### config.mk
export PLATFORM = sky130hd
export DESIGN_NAME = demux_frame_serializer
export DESIGN_NICKNAME = d
export VERILOG_FILES = /design/src/rtl/demux_frame_serializer.sv
export SDC_FILE = /design/constraint.sdc
export NUM_CORES = 1
export LEC_CHECK = 0
export ABC_AREA = 0
export CAP_MARGIN = 25
export CORE_MARGIN = 4
export CORE_UTILIZATION = 55
export DETAILED_ROUTE_END_ITERATION = 12
export HOLD_SLACK_MARGIN = 0.1
export PLACE_DENSITY_LB_ADDON = 0.15
export SLEW_MARGIN = 20
export SYNTH_ARGS = -nofsm -noshare
export SYNTH_HDL_FRONTEND = slang
export SYNTH_SLANG_ARGS = --single-unit
export TNS_END_PERCENT = 100
### constraint.sdc
create_clock -name clk -period 2.5 [get_ports clk]
set_input_delay 0.75 -clock clk [delete_from_list [all_inputs] [get_ports clk]]
set_output_delay 0.75 -clock clk [all_outputs]
set_load 0.02 [all_outputs]
### src/rtl/demux_frame_serializer.sv
// Buffers destination-tagged words in a small FIFO and shifts each one out LSB-first
// on a single serial line, holding the demux channel select stable for the whole frame.
module demux_frame_serializer #(
  parameter int DATA_W     = 8,
  parameter int FIFO_DEPTH = 4,
  parameter int GAP_CYCLES = 1
) (
  input  logic                        clk,
  input  logic                        rst_n,
  input  logic                        s_valid,
  output logic                        s_ready,
  input  logic [2:0]                  s_dest,
  input  logic [DATA_W-1:0]           s_data,
  output logic                        demux_in,
  output logic [2:0]                  demux_sel,
  output logic                        demux_en,
  output logic                        frame_done,
  output logic [$clog2(FIFO_DEPTH):0] fifo_count
);

  localparam int AW = $clog2(FIFO_DEPTH);
  localparam int CW = AW + 1;
  localparam int BW = $clog2(DATA_W);
  localparam logic [BW-1:0] LAST_BIT = BW'(DATA_W - 1);
  localparam logic [3:0]    GAP_LAST = (GAP_CYCLES > 0) ? 4'(GAP_CYCLES - 1) : 4'd0;

  typedef enum logic [1:0] {IDLE, SHIFT, GAP} state_t;

  state_t            state_q, state_d;
  logic [DATA_W-1:0] mem_data [FIFO_DEPTH];
  logic [2:0]        mem_dest [FIFO_DEPTH];
  logic [AW-1:0]     wr_ptr, rd_ptr;
  logic              push, pop;
  logic [CW-1:0]     count_nxt;
  logic [DATA_W-1:0] shift_reg;
  logic [BW-1:0]     bit_idx;
  logic [3:0]        gap_cnt;
  logic              en_nxt, in_nxt, done_nxt;

  assign push = s_valid && s_ready;
  assign pop  = (state_q == IDLE) && (fifo_count != '0);

  always_comb begin
    count_nxt = fifo_count;
    case ({push, pop})
      2'b10:   count_nxt = fifo_count + CW'(1);
      2'b01:   count_nxt = fifo_count - CW'(1);
      default: count_nxt = fifo_count;
    endcase
  end

  // FIFO control; s_ready looks one edge ahead so a full FIFO never sees a push
  always_ff @(posedge clk or negedge rst_n) begin
    if (!rst_n) begin
      wr_ptr     <= '0;
      rd_ptr     <= '0;
      fifo_count <= '0;
      s_ready    <= 1'b0;
    end else begin
      if (push) wr_ptr <= wr_ptr + AW'(1);
      if (pop)  rd_ptr <= rd_ptr + AW'(1);
      fifo_count <= count_nxt;
      s_ready    <= (count_nxt < CW'(FIFO_DEPTH));
    end
  end

  always_ff @(posedge clk) begin
    if (push) begin
      mem_data[wr_ptr] <= s_data;
      mem_dest[wr_ptr] <= s_dest;
    end
  end

  always_ff @(posedge clk or negedge rst_n) begin
    if (!rst_n) state_q <= IDLE;
    else        state_q <= state_d;
  end

  always_comb begin
    state_d = state_q;
    case (state_q)
      IDLE:    if (pop) state_d = SHIFT;
      SHIFT:   if (bit_idx == LAST_BIT) state_d = (GAP_CYCLES == 0) ? IDLE : GAP;
      GAP:     if (gap_cnt == GAP_LAST) state_d = IDLE;
      default: state_d = IDLE;
    endcase
  end

  // Next values of the registered serial outputs; shift_reg holds the bits not yet presented
  always_comb begin
    en_nxt   = 1'b0;
    in_nxt   = 1'b0;
    done_nxt = 1'b0;
    case (state_q)
      IDLE: if (pop) begin
        en_nxt = 1'b1;
        in_nxt = mem_data[rd_ptr][0];
      end
      SHIFT: if (bit_idx != LAST_BIT) begin
        en_nxt   = 1'b1;
        in_nxt   = shift_reg[0];
        done_nxt = ((bit_idx + BW'(1)) == LAST_BIT);
      end
      default: ;
    endcase
  end

  always_ff @(posedge clk or negedge rst_n) begin
    if (!rst_n) begin
      demux_en   <= 1'b0;
      demux_in   <= 1'b0;
      frame_done <= 1'b0;
      demux_sel  <= 3'd0;
      bit_idx    <= '0;
      gap_cnt    <= '0;
    end else begin
      demux_en   <= en_nxt;
      demux_in   <= in_nxt;
      frame_done <= done_nxt;
      if (pop) begin
        demux_sel <= mem_dest[rd_ptr];
        bit_idx   <= '0;
      end else if (state_q == SHIFT) begin
        bit_idx <= bit_idx + BW'(1);
      end
      if (state_q == SHIFT)    gap_cnt <= '0;
      else if (state_q == GAP) gap_cnt <= gap_cnt + 4'd1;
    end
  end

  always_ff @(posedge clk) begin
    if (pop)                    shift_reg <= mem_data[rd_ptr] >> 1;
    else if (state_q == SHIFT)  shift_reg <= shift_reg >> 1;
  end

endmodule

; Yosys cells after proc, flatten, opt, wreduce, memory -nomap -nowiden
; Memories as Yosys holds them, arrays and structs flattened. A register that Yosys moved wholly into a read port is not among the register bits.
; Cells that the tools add are included.
[totals]
ff_bits = 27
ramBits = 44
input_bits = 14
output_inout_bits = 10
wordCells = 60
memories = 2
[mem_list]
columns = memory, words, word_bits, rd, rd_ports_with_merged_regs, write_ports, line_no
row1 = mem_data, 4, 8, 1, 0, 1, 30  ; logic [DATA_W-1:0] mem_data [FIFO_DEPTH];
row2 = mem_dest, 4, 3, 1, 1, 1, 31  ; logic [2:0] mem_dest [FIFO_DEPTH];
[op_classes]
addsub = 6
order_cmp = 1
n_eq_ne = 10
mux = 21
n_reduce_logical = 9
[ops]
columns = cell, n
row1 = $mux W7, 2
row2 = $mux W1, 8
row3 = $mux W4, 2
row4 = $add A3 B1 Y3 const B, 2
row5 = $eq A3 B3 Y1 const B, 2
row6 = $mux W2, 3
row7 = $mux W3, 2
row8 = $ne A2 B2 Y1 const B, 3
row9 = $pmux W2 S3, 1
row10 = $pmux W3 S2, 1
row11 = $add A2 B1 Y2 const B, 2
row12 = $add A4 B1 Y4 const B, 1
row13 = $eq A2 B1 Y1 const B, 2
row14 = $eq A2 B2 Y1 const B, 2
row15 = $logic_not A4 Y1, 1
row16 = $pmux W1 S2, 2
row17 = $reduce_bool A2 Y1, 2
row18 = $lt A3 B3 Y1 const B, 1
row19 = $ne A3 B3 Y1 const B, 1
row20 = $reduce_and A3 Y1, 1
row21 = $reduce_bool A3 Y1, 1
row22 = $sub A3 B1 Y3 const B, 1
row23 = $logic_and A1 B1 Y1, 2
row24 = $logic_not A2 Y1, 1
row25 = $logic_not A1 Y1, 1

; Logic depth before layout (Yosys ltp)
; Gate-level depths: netlist of the first run.
[logic_depth]
ltp_word = 5
depth_mapped = 10
mapped_depth_nobuf = 9

; Worst setup path after synthesis of the first run
; OpenSTA, ideal clock, no wires.
[synth_path]
path_kind = register to register
from = reg (tool-made name)
to = reg (tool-made name)
setup_time_ps = 81
arrival_time_ps = 2150
t_required_ps = 2419
path_slack_ps = 269
stages_incl_launch_ff = 9
path_buffers = 1
period_less_slack_ps = 2231
path_cell_list = dfrtp_1 > o31ai_2 > inv_2 > buf_2 > ha_1 > fa_1 > xnor2_1 > nor2_1 > xor2_1

; Worst setup path after layout of the first run
[layout_path]
from = reg fifo_count[0]
to = out fifo_count[0]
[layout_rtl]
columns = element, line_no
row1 = from (decl), 18  ; output logic [$clog2(FIFO_DEPTH):0] fifo_count
row2 = from (signal assigned), 62  ; fifo_count <= count_nxt;
; No word-level cell between the ends.

==> results.txt, run 1 <==
Antenna-violating nets left: 0
Die width: 82.8 um
Mux contribution to synthesized area: 10.5%
CTS resizes: 0
# rows: 26
Antenna diodes: 0
Setup CP Type: flip-flop to output pin
CTS Hold Bufs: 0
Final Util: 69.7%
Critical path's slowest cell: clkdlybuf4s50_1
Setup-failing EPs final: 0
Dpl hpwl: 3.84 mm
Synth Net Count: 219
Flops & latches, synth: 74
Slowest stage delay, CP: 0.68 ns
Starting DRT DRC Count: 95
Clock Tree Buf Depth: 2
Register-to-Register Path Depth: 7
Drt drc: 0
Largest family of logic cells by synthesized area: multiplexers
Area occupied by multi-input gates: 896 um2
Share of layout cells above drive strength 1: 19.1%
Initial Utilization: 58.4%
Yosys warnings: 0
Simple-gate area share of the yosys netlist: 7.89%
Post-synthesis sequential area ratio: 68.5%
Achievable clock frequency: 439 MHz
Complex-gate fraction of the synthesized area: 2.52%
Final period util: 91.1%
Final Critical Period: 2.28 ns
Worst-path cell chain: clkdlybuf4s50_1
Maxcap violations: 0
Measured slew at the worst slew-check pin: 0.602 ns
GRT Residual Overflow: 0
Clk_lat worst skew: 0.35 ns
Die Area: 6850 um2
Startpoint Class: flip-flop
Unrepaired setup endpoints after global routing: false
Hold worst-path end: demux_in
Final hold viol count: 0
Post-placement cell count: 290
Chip Height: 82.8 um
Number of global-route vias before repair: 1798
PwrDens: 1300 nW/um2
Filler cell count: 360
Final setup skew: 0.00681 ns
Port Buf Inserts: 23
Commonest non-fill, non-tap cell in the layout: edfxtp_1
Fin cells: 306
Most frequent cells in the layout: edfxtp_1, nand2_1, dfrtp_1, clkdlybuf4s50_1, ha_1
Top cell type's share of synthesized area: 49.8%
Critical path data required time: 1.75 ns
P&R area growth vs syn: 19.4%
Top post-synthesis cells by area: edfxtp_1, dfrtp_1, mux4_2, ha_1, nand2_1
Max Transition Viols Final: 0
Routed via count: 1679
Drt wl/cell: 18.5 um
Max FFs per register: 32
Hold Crit Start: shift_reg[0]
Mapped Cells: 191
Drt via density: 5.49
Synthesized area: 3080 um2
Slew margin rel.: 59.9%
Htree depth: 3
Layout Nets: 259
Hold slack final: 0.487 ns
Setup Buffers After CTS: 0
WL final: 5.65 mm
Setup TNS: 0 ns
Peak supply drop: 0.873 mV
Hold Path Class: flip-flop to flip-flop
Core area: 5270 um2
Mapped Avg Cell Area: 16.1 um2
Final WS setup: 0.223 ns
Largest net degree at the start of global routing: 24
Initial antenna violation count: 0
Max Fanout on Critical Path: 6
CP Capture Type: output pin
IO Pins: 24
DP Worst Slack: -0.0000189 ns
Worst-path clk slew: 0.07 ns
Total track usage: 19.1%
Cts bufs inserted: 9
CP top delay family: buffers and inverters
Cell variety after synth: 35
Reg area: 2110 um2
Critical path data arrival time: 1.53 ns
TritonCTS clock tree: yes
Placer Congestion: 0.711
Flop2flop setup slack: 0.46 ns
1st-pass router iterations: 6
XOR/XNOR Fraction of Synth Area: 2.28%
Hold Crit Depth: 1
Crit path launch: fifo_count[0]
Critical path buffers and inverters: 1
First-pass GRT wire length: 8.95 mm
CTS Root Cell: clkbuf_8
TritonCTS sink count: 74
Leak: 0.00147 uW
Adder-cell share of the synthesized area: 5.94%
Outcome: completed
Cell accounting for the most synthesized area: edfxtp_1
[layout make-up]
cell class / count / area share [%]
clock buffer: 10 / 3.75
clock inverter: 6 / 2.42
inverter: 11 / 1.12
multi-input combinational: 101 / 24.4
sequential: 74 / 57.4
tap: 70 / 2.39
timing repair buffer: 34 / 8.52
[per-stage QoR]
stage / power (uW) / cell area (um2)
finish: 4750 / 3670
floorplan: 3150 / 3080
global route: 5020 / 3670
global placement: 3590 / 3440
detailed placement: 3750 / 3440
CTS: 4790 / 3670
[worst max path at each step]
stage | slack [ns] | endpoint | cells past startpoint
finish | 0.22 | fifo_count[0] | 1
global route | 0.17 | fifo_count[0] | 1
CTS | 0.20 | fifo_count[0] | 1
detailed placement | -0.00002 | flip-flop | 7
global placement | 0.06 | flip-flop | 7
floorplan | 0.27 | flip-flop | 8
[cell usage after synthesis, drive strengths merged]
library cell and n:
a211o 1, a211oi 2, a21oi 1, a22o 1, and2 1, and2b 1, and3 5, buf 5
dfrtp 23, edfxtp 51, fa 1, ha 13, inv 11, mux2 4, mux2i 3, mux4 11
nand2 31, nand2b 1, nand3 1, nand3b 1, nor2 5, nor2b 1, nor3 1, nor4b 1
o21ai 2, o22ai 2, o31ai 1, or2 1, or3b 1, xnor2 7, xor2 1
[layer usage]
| metal | GRT usage, % | share of wire (%) | vias up |
|---|---|---|---|
| met5 | 0 | 0 | - |
| met4 | 11.3 | 2.9 | 0 |
| met3 | 4.10 | 4.1 | 15 |
| met2 | 32.8 | 53 | 44 |
| met1 | 21.9 | 40 | 847 |
| li1 | - | - | 773 |
[power by group]
| group | internal [uW] | total, uW | switching, uW |
|---|---|---|---|
| clock network | 590 | 1040 | 453 |
| registers | 1720 | 2010 | 288 |
| logic | 833 | 1700 | 869 |
| total | 3150 | 4750 | 1610 |
[cell families after synthesis]
logic type,count (synthesis)
AO/OA/AOI/OAI,10
multiplexers,18
adder cells (fa/ha/maj),14
buffers and inverters,16
AND/OR/NAND/NOR,51
flip-flops,74
XOR/XNOR,8
Note: power is estimated with default switching activity, not from simulation.
==> run 2: changes to the inputs <==
CAP_MARGIN = 20   (was 25)
SLEW_MARGIN = 0   (was 20)
==> results of run 2 <==
The final DEF is identical to that of run 1; final timing and power are the same.
==> run 3: changes to the inputs <==
CORE_ASPECT_RATIO = 1.5   (was unset)
==> results.txt, run 3 (synthesized netlist as in run 1, its figures left out) <==
Outcome: completed
Hold Path Class: flip-flop to flip-flop
Max FFs per register: 32
Antenna diodes: 0
Setup CP Type: flip-flop to output pin
Setup Buffers After CTS: 0
Max Fanout on Critical Path: 6
Flop2flop setup slack: 0.44 ns
TritonCTS clock tree: yes
Leak: 0.00147 uW
Initial Utilization: 56.4%
Register-to-Register Path Depth: 7
Worst-path cell chain: clkdlybuf4s50_1
Setup TNS: 0 ns
Critical path's slowest cell: clkdlybuf4s50_1
Setup-failing EPs final: 0
Drt wl/cell: 17.0 um
Die Area: 6880 um2
Sequential fraction of design power: 42.2%
Dpl hpwl: 3.69 mm
Unrepaired setup endpoints after global routing: false
Filler cell count: 414
Slowest stage delay, CP: 0.67 ns
Measured slew at the worst slew-check pin: 0.556 ns
CP Capture Type: output pin
DP Worst Slack: -0.0165 ns
Critical path buffers and inverters: 1
TritonCTS sink count: 74
P&R area growth vs syn: 19.3%
IO Pins: 24
Stages on worst setup path: 1
1st-pass router iterations: 4
Final hold viol count: 0
Chip Height: 99.6 um
Clk_lat worst skew: 0.33 ns
Pint: 3200 uW
Final period util: 90.5%
First-pass GRT wire length: 8.88 mm
Largest net degree at the start of global routing: 24
CTS resizes: 0
Starting DRT DRC Count: 75
Critical path data arrival time: 1.51 ns
Commonest non-fill, non-tap cell in the layout: edfxtp_1
Drt drc: 0
Final setup skew: 0.00608 ns
Clock Tree Buf Depth: 2
Die width: 69.1 um
Core area: 5450 um2
Share of power burned in the clock network: 22.3%
# rows: 33
Share of layout cells above drive strength 1: 18.3%
Final Critical Period: 2.26 ns
Drt via density: 5.37
Peak supply drop: 0.657 mV
Maxcap violations: 0
Most frequent cells in the layout: edfxtp_1, nand2_1, dfrtp_1, clkdlybuf4s50_1, ha_1
WL final: 5.18 mm
Sw Pwr: 1540 uW
Non-Filler Cell Area, Final: 3670 um2
Initial antenna violation count: 0
Final WS setup: 0.238 ns
Antenna-violating nets left: 0
Routed via count: 1639
CTS Root Cell: clkbuf_8
Critical path data required time: 1.75 ns
Combinational fraction of design power: 35.5%
PwrDens: 1290 nW/um2
Cts bufs inserted: 9
Placer Congestion: 0.730
Achievable clock frequency: 442 MHz
Total track usage: 16.9%
Worst-path clk slew: 0.07 ns
Number of global-route vias before repair: 1841
CP top delay family: buffers and inverters
Layout Nets: 258
DP Area: 3440 um2
CTS Hold Bufs: 0
Slew margin rel.: 63.0%
Hold Crit Depth: 1
Port Buf Inserts: 23
Startpoint Class: flip-flop
Sw Share: 32.5%
Htree depth: 3
GRT Residual Overflow: 0
Max Transition Viols Final: 0
## run 3: changes by cell type in the layout (fill, tap and decap cells not counted)
cell	previous run	this run
clkinv_2	1	3
clkbuf_1	0	1
bufinv_16	2	3
buf_4	11	10
inv_6	1	0
clkinvlp_4	2	0
clkbuf_8	10	9
## run 3: routing by layer
metal / GRT usage (%) / part of all wire (%) / routed length (um)
met4: 8.12 / 2.6 / 133
met1: 18.0 / 38 / 1960
met3: 4.45 / 3.3 / 170
met5: 0 / 0 / 0
met2: 30.7 / 56 / 2910
## run 3: worst register-to-register path, stage by stage, from the launching register on
cell,delay [ns]
dfrtp_1,0.48
o31ai_2,0.33
inv_2,0.07
ha_1,0.22
fa_1,0.38
xnor2_1,0.14
nor2_1,0.19
xor2_1,0.17
## run 3: path summary, 6_finish.rpt
| check | start | to |
|---|---|---|
| hold / removal | shift_reg[0] | demux_in |
| setup / recovery | flip-flop | fifo_count[2] |
| setup reg to reg | flip-flop | flip-flop |
| hold reg to reg | shift_reg[0] | demux_in |
| max in group asynchronous | rst_n | gap_cnt[0] |
| min in group asynchronous | rst_n | fifo_count[0] |
## run 3: layout make-up
class / instances / area (um2) / share of cell area [%]
Clock buffer: 10 / 128 / 3.48
Multi-Input combinational cell: 101 / 896 / 24.4
Inverter: 11 / 41.3 / 1.13
Clock inverter: 6 / 105 / 2.86
Timing Repair Buffer: 33 / 305 / 8.32
Tap cell: 70 / 87.6 / 2.39
Sequential cell: 74 / 2110 / 57.4
## run 3: power groups by stage
| stage | Sequential [uW] | Combinational (uW) | Clock (uW) |
|---|---|---|---|
| floorplan | 2010 | 1140 | 0 |
| global placement | 2000 | 1580 | 0 |
| detailed placement | 2030 | 1700 | 0 |
| CTS | 2010 | 1720 | 1090 |
| global route | 2060 | 1860 | 1140 |
| finish | 2000 | 1690 | 1060 |
## run 3: metrics by stage
step                std cells  total power, uW  util, %  hold WS, ns
floorplan                 191             3150        -        0.449
global placement          289             3590     63.1        0.457
detailed placement        289             3740     63.1        0.462
CTS                       305             4810     67.3        0.481
global route              305             5050     67.3        0.511
finish                    305             4740     67.3        0.474
